$ cat config.mk
export PLATFORM = sky130hd
export DESIGN_NAME = down_count_monitor_flat
export DESIGN_NICKNAME = d
export VERILOG_FILES = /design/src/rtl/down_count_monitor_if.sv /design/src/rtl/down_count_monitor.sv /design/src/flat_wrapper.sv
export SDC_FILE = /design/constraint.sdc
export NUM_CORES = 1
export LEC_CHECK = 0
export CAP_MARGIN = 10
export CORE_MARGIN = 2
export CORE_UTILIZATION = 40
export CTS_CLUSTER_DIAMETER = 80
export DETAILED_ROUTE_END_ITERATION = 10
export PLACE_DENSITY = 0.73
export SYNTH_ARGS = -nofsm -noshare
export SYNTH_HDL_FRONTEND = slang
export SYNTH_SLANG_ARGS = --single-unit
$ cat constraint.sdc
create_clock -name clk -period 2.2 [get_ports clk]
set_input_delay 0.22 -clock clk [delete_from_list [all_inputs] [get_ports clk]]
set_output_delay 0.22 -clock clk [all_outputs]
set_load 0.1 [all_outputs]
$ cat src/rtl/down_count_monitor_if.sv
// Event handshake bundle between down_count_monitor and its consumer.
// Latency: none (wires only).
// Backpressure: consumer holds evt_ready low; producer keeps the payload stable.
//
// Signals
//   evt_valid    producer -> consumer   event pending
//   evt_ready    consumer -> producer   consumer accepts event this cycle
//   evt_wraps    producer -> consumer   snapshot of the total wrap count
//   evt_overrun  producer -> consumer   an older event was overwritten while pending
interface down_count_monitor_if #(
  parameter int WRAP_W = 8
);
  logic              evt_valid;
  logic              evt_ready;
  logic [WRAP_W-1:0] evt_wraps;
  logic              evt_overrun;

  modport master (
    output evt_valid,
    output evt_wraps,
    output evt_overrun,
    input  evt_ready
  );

  modport slave (
    input  evt_valid,
    input  evt_wraps,
    input  evt_overrun,
    output evt_ready
  );
endinterface

$ cat src/rtl/down_count_monitor.sv
// Watches a free-running down counter: flags illegal steps, counts underflow wraps, posts events.
// Latency: wrap_pulse/step_err/evt_* all registered, 1 cycle after the sampling edge.
// Backpressure: pending event held stable until accepted; a newer event overwrites it and sets overrun.
//
// Ports
//   clk          rising-edge clock
//   reset        asynchronous active-low reset
//   clear        synchronous clear (same effect as reset), beats enable and evt_ready
//   enable       1 = sample cnt_in this cycle, 0 = freeze tracking state
//   cnt_in       count from the upstream down counter
//   wrap_pulse   1-cycle pulse: legal 0 -> all-ones step seen
//   step_err     1-cycle pulse: step was neither a decrement nor a stall
//   evt          event handshake (master side)
module down_count_monitor #(
  parameter int CNT_W  = 4,
  parameter int WRAP_W = 8,
  parameter int THRESH = 2
) (
  input  logic                 clk,
  input  logic                 reset,
  input  logic                 clear,
  input  logic                 enable,
  input  logic [CNT_W-1:0]     cnt_in,
  output logic                 wrap_pulse,
  output logic                 step_err,
  down_count_monitor_if.master evt
);

  localparam logic [WRAP_W-1:0] THRESH_V = WRAP_W'(THRESH);
  localparam logic [WRAP_W-1:0] TOTAL_MAX = {WRAP_W{1'b1}};

  typedef enum logic {
    IDLE  = 1'b0,
    TRACK = 1'b1
  } state_t;

  state_t            state;
  logic [CNT_W-1:0]  prev;
  logic [WRAP_W-1:0] batch_cnt;
  logic [WRAP_W-1:0] total_cnt;

  // Step classification against the previously sampled count.
  logic [CNT_W-1:0]  dec;
  logic              step_ok;
  logic              is_wrap;
  logic              chk;
  logic              wrap_hit;
  logic              err_hit;

  // Counter next values for a wrap.
  logic [WRAP_W-1:0] total_nxt;
  logic [WRAP_W-1:0] batch_inc;
  logic              batch_full;
  logic              fire;
  logic              xfer;

  always_comb begin
    dec      = prev - CNT_W'(1);
    step_ok  = (cnt_in == dec) || (cnt_in == prev);
    // 0 -> all-ones is the decrement case, so a wrap is always a legal step.
    is_wrap  = (prev == '0) && (cnt_in == {CNT_W{1'b1}});
    chk      = enable && (state == TRACK);
    wrap_hit = chk && is_wrap;
    err_hit  = chk && !step_ok;
  end

  always_comb begin
    total_nxt  = (total_cnt == TOTAL_MAX) ? total_cnt : total_cnt + WRAP_W'(1);
    batch_inc  = batch_cnt + WRAP_W'(1);
    batch_full = (batch_inc == THRESH_V);
    fire       = wrap_hit && batch_full;
    xfer       = evt.evt_valid && evt.evt_ready;
  end

  always_ff @(posedge clk or negedge reset) begin
    if (!reset) begin
      state           <= IDLE;
      prev            <= '0;
      batch_cnt       <= '0;
      total_cnt       <= '0;
      wrap_pulse      <= 1'b0;
      step_err        <= 1'b0;
      evt.evt_valid   <= 1'b0;
      evt.evt_wraps   <= '0;
      evt.evt_overrun <= 1'b0;
    end else if (clear) begin
      state           <= IDLE;
      prev            <= '0;
      batch_cnt       <= '0;
      total_cnt       <= '0;
      wrap_pulse      <= 1'b0;
      step_err        <= 1'b0;
      evt.evt_valid   <= 1'b0;
      evt.evt_wraps   <= '0;
      evt.evt_overrun <= 1'b0;
    end else begin
      // Pulses are only ever high for the cycle after a checked sample.
      wrap_pulse <= wrap_hit;
      step_err   <= err_hit;

      if (enable) begin
        case (state)
          IDLE: begin
            // First sample only seeds prev; nothing to compare against yet.
            prev  <= cnt_in;
            state <= TRACK;
          end
          TRACK: begin
            // prev follows cnt_in even on an error so one glitch costs one flag.
            prev <= cnt_in;
            if (wrap_hit) begin
              total_cnt <= total_nxt;
              batch_cnt <= batch_full ? '0 : batch_inc;
            end
          end
          default: state <= IDLE;
        endcase
      end

      // Handshake runs regardless of enable.
      if (fire) begin
        evt.evt_valid   <= 1'b1;
        evt.evt_wraps   <= total_nxt;
        // Only an event still sitting unaccepted is lost; a same-cycle accept saved it.
        evt.evt_overrun <= evt.evt_valid && !evt.evt_ready;
      end else if (xfer) begin
        evt.evt_valid   <= 1'b0;
        evt.evt_overrun <= 1'b0;
      end
    end
  end

endmodule

$ cat src/flat_wrapper.sv
// flat-port wrapper written by rule: the top's interface ports become plain ports
module down_count_monitor_flat 
#(
  parameter int CNT_W  = 4,
  parameter int WRAP_W = 8,
  parameter int THRESH = 2
)
  (clk, reset, clear, enable, cnt_in, wrap_pulse, step_err, evt_evt_valid, evt_evt_wraps, evt_evt_overrun, evt_evt_ready);
  down_count_monitor_if #(.WRAP_W(WRAP_W)) evt_i ();
  input  logic clk;
  input  logic reset;
  input  logic clear;
  input  logic enable;
  input  logic [CNT_W-1:0] cnt_in;
  output logic wrap_pulse;
  output logic step_err;
  output wire logic [$bits(evt_i.evt_valid)-1:0] evt_evt_valid;
  output wire logic [$bits(evt_i.evt_wraps)-1:0] evt_evt_wraps;
  output wire logic [$bits(evt_i.evt_overrun)-1:0] evt_evt_overrun;
  input wire logic [$bits(evt_i.evt_ready)-1:0] evt_evt_ready;
  assign evt_evt_valid = evt_i.evt_valid;
  assign evt_evt_wraps = evt_i.evt_wraps;
  assign evt_evt_overrun = evt_i.evt_overrun;
  assign evt_i.evt_ready = evt_evt_ready;
  down_count_monitor #(.CNT_W(CNT_W), .WRAP_W(WRAP_W), .THRESH(THRESH)) u_core (.clk(clk), .reset(reset), .clear(clear), .enable(enable), .cnt_in(cnt_in), .wrap_pulse(wrap_pulse), .step_err(step_err), .evt(evt_i));
endmodule
==> results of run 1 <==
[cells in the final DEF, fill, tap and decap left out, drive strengths merged, types with 4 or more instances in the layout]
master	count
nand3b	4
xor2	10
nor3	7
nand2	16
clkbuf	5
ha	5
o21ai	7
dfrtp	33
mux2	6
nand3	6
a21oi	11
xnor2	8
mux2i	7
inv	4
nand2b	5
clkdlybuf4s50	8
or3	4
nor2	25
buf	36
nor2b	6
[worst register-to-register path, delay by kind of cell, from the launching register on]
| kind | cells | cell delay, ns |
|---|---|---|
| buffers and inverters | 1 | 0.09 |
| adders and majority gates | 1 | 0.14 |
| and+or+nand+nor | 4 | 1.14 |
| muxes | 1 | 0.33 |
| DFF | 1 | 0.39 |
[cells by family (layout without fill, tap and decap cells)]
| kind of cell | count (synthesis) | after routing | share of synthesized area, % |
|---|---|---|---|
| compound gates | 30 | 30 | 9.71 |
| xor+xnor | 18 | 18 | 8.21 |
| fa+ha+maj | 5 | 5 | 3.26 |
| buf+inv | 15 | 56 | 3.78 |
| flops | 33 | 33 | 43.0 |
| mux | 13 | 13 | 8.34 |
| simple gates | 88 | 88 | 23.7 |
[worst paths after layout]
kind / depth (start not counted) / endpoint / slack [ns] / start
hold / removal: 2 / u_core.total_cnt[6]$_DFFE_PN0P_ / 0.34 / reset
hold reg to reg: 2 / u_core.evt.evt_wraps[7]$_DFFE_PN0P_ / 0.55 / u_core.evt.evt_wraps[7]$_DFFE_PN0P_
max in group asynchronous: 2 / u_core.batch_cnt[5]$_DFFE_PN0P_ / 1.56 / reset
setup / recovery: 7 / u_core.evt.evt_wraps[4]$_DFFE_PN0P_ / 0.006 / u_core.prev[1]$_DFFE_PN0P_
setup reg to reg: 7 / u_core.evt.evt_wraps[4]$_DFFE_PN0P_ / 0.006 / u_core.prev[1]$_DFFE_PN0P_
min in group clk: 2 / u_core.evt.evt_wraps[7]$_DFFE_PN0P_ / 0.55 / u_core.evt.evt_wraps[7]$_DFFE_PN0P_
[area by class of cell]
| cell class | count | share of cell area (%) |
|---|---|---|
| Clock inverter | 3 | 2.64 |
| Multi-Input combinational cell | 154 | 42.9 |
| Inverter | 4 | 0.610 |
| Clock buffer | 5 | 2.79 |
| Tap cell | 54 | 2.74 |
| Timing Repair Buffer | 44 | 14.7 |
| Sequential cell | 33 | 33.5 |
[routing by layer]
metal,routed length [um],vias up
met2,1790,26
met4,70,0
li1,-,783
met1,1860,727
met5,0,-
met3,140,8
[power groups by stage]
stage | Combinational, mW | Clock (mW) | Sequential (mW)
after floorplan | 0.0484 | 0 | 0.636
after global placement | 0.116 | 0 | 0.628
after detailed placement | 0.120 | 0 | 0.629
after CTS | 0.126 | 0.693 | 0.618
after global routing | 0.138 | 0.725 | 0.619
final | 0.125 | 0.684 | 0.618
[through the flow]
stage | setup TNS, ns | hold slack, ns | cells | power (mW)
CTS | -0.319 | 0.359 | 298 | 1.44
global placement | -2.22 | 0.519 | 289 | 0.745
floorplan | -0.692 | -0.0756 | 202 | 0.684
global route | -0.539 | 0.386 | 297 | 1.48
finish | 0 | 0.344 | 297 | 1.43
detailed placement | -2.36 | 0.540 | 289 | 0.748
[repair_timing]
action | 4_1_cts | 5_1_grt
pin swaps | 1 | 1
endpoints found under the setup margin | 10 | 10
resized for setup | 9 | 1
buffers inserted | 1 | 0
[sequential cells by signal (all words and copies together), names as in the netlist]
register / count
u_core.prev: 4
u_core.total_cnt: 8
u_core.batch_cnt: 8
u_core.evt.evt_valid: 1
u_core.step_err: 1
u_core.state: 1
u_core.evt.evt_wraps: 8
u_core.evt.evt_overrun: 1
u_core.wrap_pulse: 1
[cells in the mapped netlist]
| master | n | share of area, % |
|---|---|---|
| nand4_2 | 1 | 0.65 |
| o31ai_1 | 1 | 0.39 |
| nand3_1 | 6 | 1.6 |
| a211oi_1 | 2 | 0.78 |
| nand2b_1 | 5 | 1.6 |
| and3_1 | 2 | 0.65 |
| inv_1 | 4 | 0.78 |
| or4_1 | 1 | 0.39 |
| mux2_4 | 6 | 4.7 |
| nor2_1 | 25 | 4.9 |
| or3_1 | 4 | 1.3 |
| and2_1 | 2 | 0.65 |
| xnor2_1 | 8 | 3.6 |
| clkbuf_1 | 7 | 1.4 |
| o32ai_1 | 1 | 0.46 |
| a21oi_1 | 11 | 2.9 |
| nor3_1 | 7 | 1.8 |
| o22a_1 | 1 | 0.46 |
| buf_2 | 1 | 0.26 |
| buf_6 | 2 | 1.2 |
| or2_2 | 1 | 0.33 |
| ha_1 | 5 | 3.3 |
| a31oi_1 | 2 | 0.65 |
| nand3b_1 | 4 | 1.6 |
| o21ai_0 | 7 | 1.8 |
| a41oi_1 | 2 | 0.91 |
| buf_1 | 1 | 0.20 |
| a311oi_1 | 1 | 0.46 |
| nand2_1 | 16 | 3.1 |
| or4b_1 | 1 | 0.52 |
| o41ai_1 | 1 | 0.46 |
| a211o_1 | 1 | 0.46 |
| nand4_1 | 2 | 0.65 |
| nor4_1 | 2 | 0.65 |
| mux2i_1 | 7 | 3.6 |
| xor2_1 | 10 | 4.6 |
| and4_1 | 3 | 1.4 |
| dfrtp_1 | 33 | 43 |
| nor2b_1 | 6 | 2.0 |
==> impl_metrics.toml, run 1 <==
[power_and_ir_drop]
p_seq_share_pct = 43.3
switching_power_mw = 0.306
peakVddDrop_mv = 0.314
powerDensity_mw_per_mm2 = 580
p_leak_nw = 1.10
switching_share_pct = 21.4
clockPowerShare_pct = 47.9
internal_power_mw = 1.12
comb_power_share_pct = 8.8

[critical_path]
cp-start-kind = "register"
cp_num_buf_inv = 1
critPathMaxStageDelay_ns = 0.56
cp-end-kind = "register"
critPathKind = "register to register"
cp_top_family = "simple AND/OR/NAND/NOR gates"
cp.required_ns = 2.37
worstPathCellList = "inv_2 -> ha_4 -> nand4_4 -> or4_4 -> nor2_1 -> or4b_4 -> mux2_4"
crit_path_max_fanout = 8
cp_slowest_cell = "or4b_4"
worstPathArrival_ns = 2.37

[outcome]
status = "completed"

[placement]
gp_congestion = 0.885
portBuffers = 20
post-place-ws_ns = -0.256
dp_hpwl_um = 2690
dpl-instance-area_mm2 = 0.00230

[floorplanning]
design.die.area_mm2 = 0.00537
die-height_um = 73.3
start_util_pct = 41.2
pin_count = 21
core_area_mm2 = 0.00466
fp-row-count = 25
dieWidth_um = 73.3

[layout]
post_route_cells_drive_above_1_share_pct = 24.3
fin_util_pct = 52.8
num_antenna_cells = 0
syn_to_final_growth_pct = 28.2
nets = 256
register_area_um2 = 826
fill_cells = 407
multi_input_area_mm2 = 0.00106
design_area_mm2 = 0.00246

[synth]
syn-cell-area_mm2 = 0.00192
ys_warn_count = 0
synth_cell_type_count = 39
ys_ff_latch = 33
synth_fp_nets = 216
syn_avg_cell_area_um2 = 9.51
syn_inst = 202
synth_seq_area_share_pct = 43.0

[sta]
rsz0062_at_grt = "yes"
finClkSkew_ns = 0.00789
hold_viol = 0
fmax_mhz = 456
setup-violations-final = 0
relSlewSlack_pct = 71.7
worst_pin_slew_ns = 0.424
fin_crit_sh_pct = 99.7
min_period_ns = 2.19
worst_slack_ns = 0.00593
drv_slew = 0

[clock_tree]
clk_pin_slew_worst_paths_ns = 0.08
clockBufferDepth = 2
worstSkewPairLatency_ns = 0.29
cts_root_buf = "clkbuf_8"
cts_tree = "built"
clock_sinks = 33
numCtsBuffers = 5
cts_hold_buf = 0
htree_num_levels = 2

[global_routing]
grt_overflow = 0
grt_start_max_net_pins = 45
grt_pass1_wl_um = 6780
antenna_found_initial = 0
grt_use_total_pct = 16.0
grt-busiest-layer = "met2"
use_met2_pct = 25.5
met1_usage_pct = 21.6
grtUsageMet3_pct = 4.25
grt_pass1_vias = 1518

[detailed_routing]
ant_nets = 0
route.detailed.drc = 0
routed_via_density = 5.20
vias = 1544
dr.first_iter.drc_count = 81
firstDrtPassIters = 4
wirelength_um = 3870
wire_per_inst_um = 13.0

[run]
maxCapViolCount = 0

[worst_hold_path]
hold_class = "input port to async pin"
Note: power is estimated with default switching activity, not from simulation.
==> inputs of run 2 (changes only) <==
SLEW_MARGIN = 20   (was not set)
==> results of run 2 <==
No change in the layout: final DEF, timing and power equal those of run 1.
==> inputs of run 3 (changes only) <==
CORE_UTILIZATION = 34   (was 40)
PLACE_DENSITY = 0.66   (was 0.73)
==> run 3 against run 2 <==
  * Global-route usage fell by 2.4 points
  * Fmax barely moved
  * Utilization fell by 8.1 points
  * First-iteration DRC count rose by 93%
  * Setup slack got worse by 0.00089 ns
  * Via count fell by 0.19%
  * Count of clock-buffer cells in the layout rose by 2
  * Total power fell by 16%
  * Sequential power barely moved
  * Register-to-register slack barely moved
  * Clock power fell by 33%
==> impl_metrics.toml, run 3 (synthesis gave the netlist of run 1 again) <==
[detailed_routing]
wire_per_inst_um = 12.0
routed_via_density = 4.88
vias = 1541
wirelength_um = 3790
dr.first_iter.drc_count = 156
ant_nets = 0
firstDrtPassIters = 4
route.detailed.drc = 0

[power_and_ir_drop]
p_leak_nw = 1.09
powerDensity_mw_per_mm2 = 490
peakVddDrop_mv = 0.272

[critical_path]
crit_path_max_fanout = 8
worstPathArrival_ns = 2.36
critPathKind = "register to register"
cp-start-kind = "register"
cp.required_ns = 2.37
cp-end-kind = "register"

[layout]
layout_common_cells = "buf_4 (37), dfrtp_1 (33), nor2_1 (25), nand2_1 (16), a21oi_1 (11)"
syn_to_final_growth_pct = 27.5
reg.largest.list = "u_core.batch_cnt x8, u_core.evt.evt_wraps x8, u_core.total_cnt x8"
design_area_mm2 = 0.00245
final_common_cell = "buf_4"
register_area_um2 = 826
post_route_cells_drive_above_1_share_pct = 23.8
nets = 258
fill_cells = 555
num_antenna_cells = 0
multi_input_area_mm2 = 0.00105
fin_util_pct = 44.7

[floorplanning]
fp-row-count = 27
dieWidth_um = 79.2
design.die.area_mm2 = 0.00627
pin_count = 21
die-height_um = 79.2
core_area_mm2 = 0.00547
start_util_pct = 35.1

[sta]
rsz0062_at_grt = "yes"
min_period_ns = 2.19
setup_tns_ns = 0
holdWs_ns = 0.334
setup-violations-final = 0
fin_crit_sh_pct = 99.8
hold_viol = 0
worst_pin_slew_ns = 0.431
drv_slew = 0
relSlewSlack_pct = 71.0
finClkSkew_ns = 0.00468
fmax_mhz = 456

[global_routing]
grt_overflow = 0
grt_start_max_net_pins = 45
grt_pass1_vias = 1487
antenna_found_initial = 0
grt_use_total_pct = 13.6
grt_pass1_wl_um = 6790

[placement]
dp_hpwl_um = 2680
gp_congestion = 0.878
dpl-instance-area_mm2 = 0.00232
portBuffers = 20

[clock_tree]
cts_root_buf = "clkbuf_8"
cts_tree = "built"
htree_num_levels = 2
worstSkewPairLatency_ns = 0.28
clock_sinks = 33
numCtsBuffers = 5
clk_pin_slew_worst_paths_ns = 0.06
clockBufferDepth = 2

[worst_hold_path]
hold_class = "input port to async pin"

[outcome]
status = "completed"

[run]
maxCapViolCount = 0
[run 3: cell count changes in the layout (fill, tap and decap cells not counted), sizes merged]
cell    change
buf         +2
bufinv      -2
clkbuf      +2
clkinv      -1
[run 3: what timing repair did]
| item | in CTS | in global routing |
|---|---|---|
| hold buffers | 0 | 0 |
| buffers inserted | 1 | 2 |
| resized for setup | 8 | 1 |
| endpoints found under the setup margin | 10 | 10 |
| pin swaps | 1 | 0 |
[run 3: where the power goes]
group	total [mW]	switching (mW)	internal (mW)
combinational	0.125	0.0649	0.0598
sequential	0.618	0.00441	0.613
clock	0.458	0.210	0.248
[run 3: path summary, 6_finish.rpt]
kind	start	to	slack, ns	cells past startpoint
max in group asynchronous	reset	u_core.evt.evt_wraps[4]$_DFFE_PN0P_	1.56	2
worst max-delay path	u_core.prev[0]$_DFFE_PN0P_	u_core.evt.evt_wraps[5]$_DFFE_PN0P_	0.005	7
worst max register to register	u_core.prev[0]$_DFFE_PN0P_	u_core.evt.evt_wraps[5]$_DFFE_PN0P_	0.005	7
worst min-delay path	reset	u_core.step_err$_DFF_PN0_	0.33	2
min in group clk	u_core.evt.evt_wraps[7]$_DFFE_PN0P_	u_core.evt.evt_wraps[7]$_DFFE_PN0P_	0.55	2
worst min register to register	u_core.evt.evt_wraps[7]$_DFFE_PN0P_	u_core.evt.evt_wraps[7]$_DFFE_PN0P_	0.55	2
[run 3: area by class of cell]
| cell class | count | area share (%) |
|---|---|---|
| clock buffers | 7 | 3.53 |
| well taps | 72 | 3.68 |
| repair buffers | 46 | 15.4 |
| inverters | 4 | 0.613 |
| multi-input cells | 154 | 43.0 |
| flip-flops and latches | 33 | 33.7 |
[run 3: critical path: stages, from the launching register on]
cell	delay [ns]
dfrtp_1	0.39
inv_2	0.08
ha_4	0.14
nand4_4	0.07
or4_4	0.42
nor2_1	0.08
or4b_4	0.56
mux2_4	0.33
[run 3: per-stage QoR]
step / total power, mW / setup WS [ns] / instances
2_1_floorplan: 0.684 / -0.115 / 202
3_3_place_gp: 0.744 / -0.256 / 307
3_5_place_dp: 0.746 / -0.271 / 307
4_1_cts: 1.22 / -0.0421 / 315
5_1_grt: 1.26 / -0.0854 / 316
6_report: 1.20 / 0.00505 / 316
[run 3: per-layer routing]
| layer | track usage, % | vias up | routed length (um) |
|---|---|---|---|
| li1 | - | 787 | - |
| met1 | 18.4 | 729 | 1880 |
| met2 | 21.3 | 20 | 1750 |
| met3 | 3.07 | 5 | 123 |
| met4 | 5.17 | 0 | 43 |
| met5 | 0 | - | 0 |
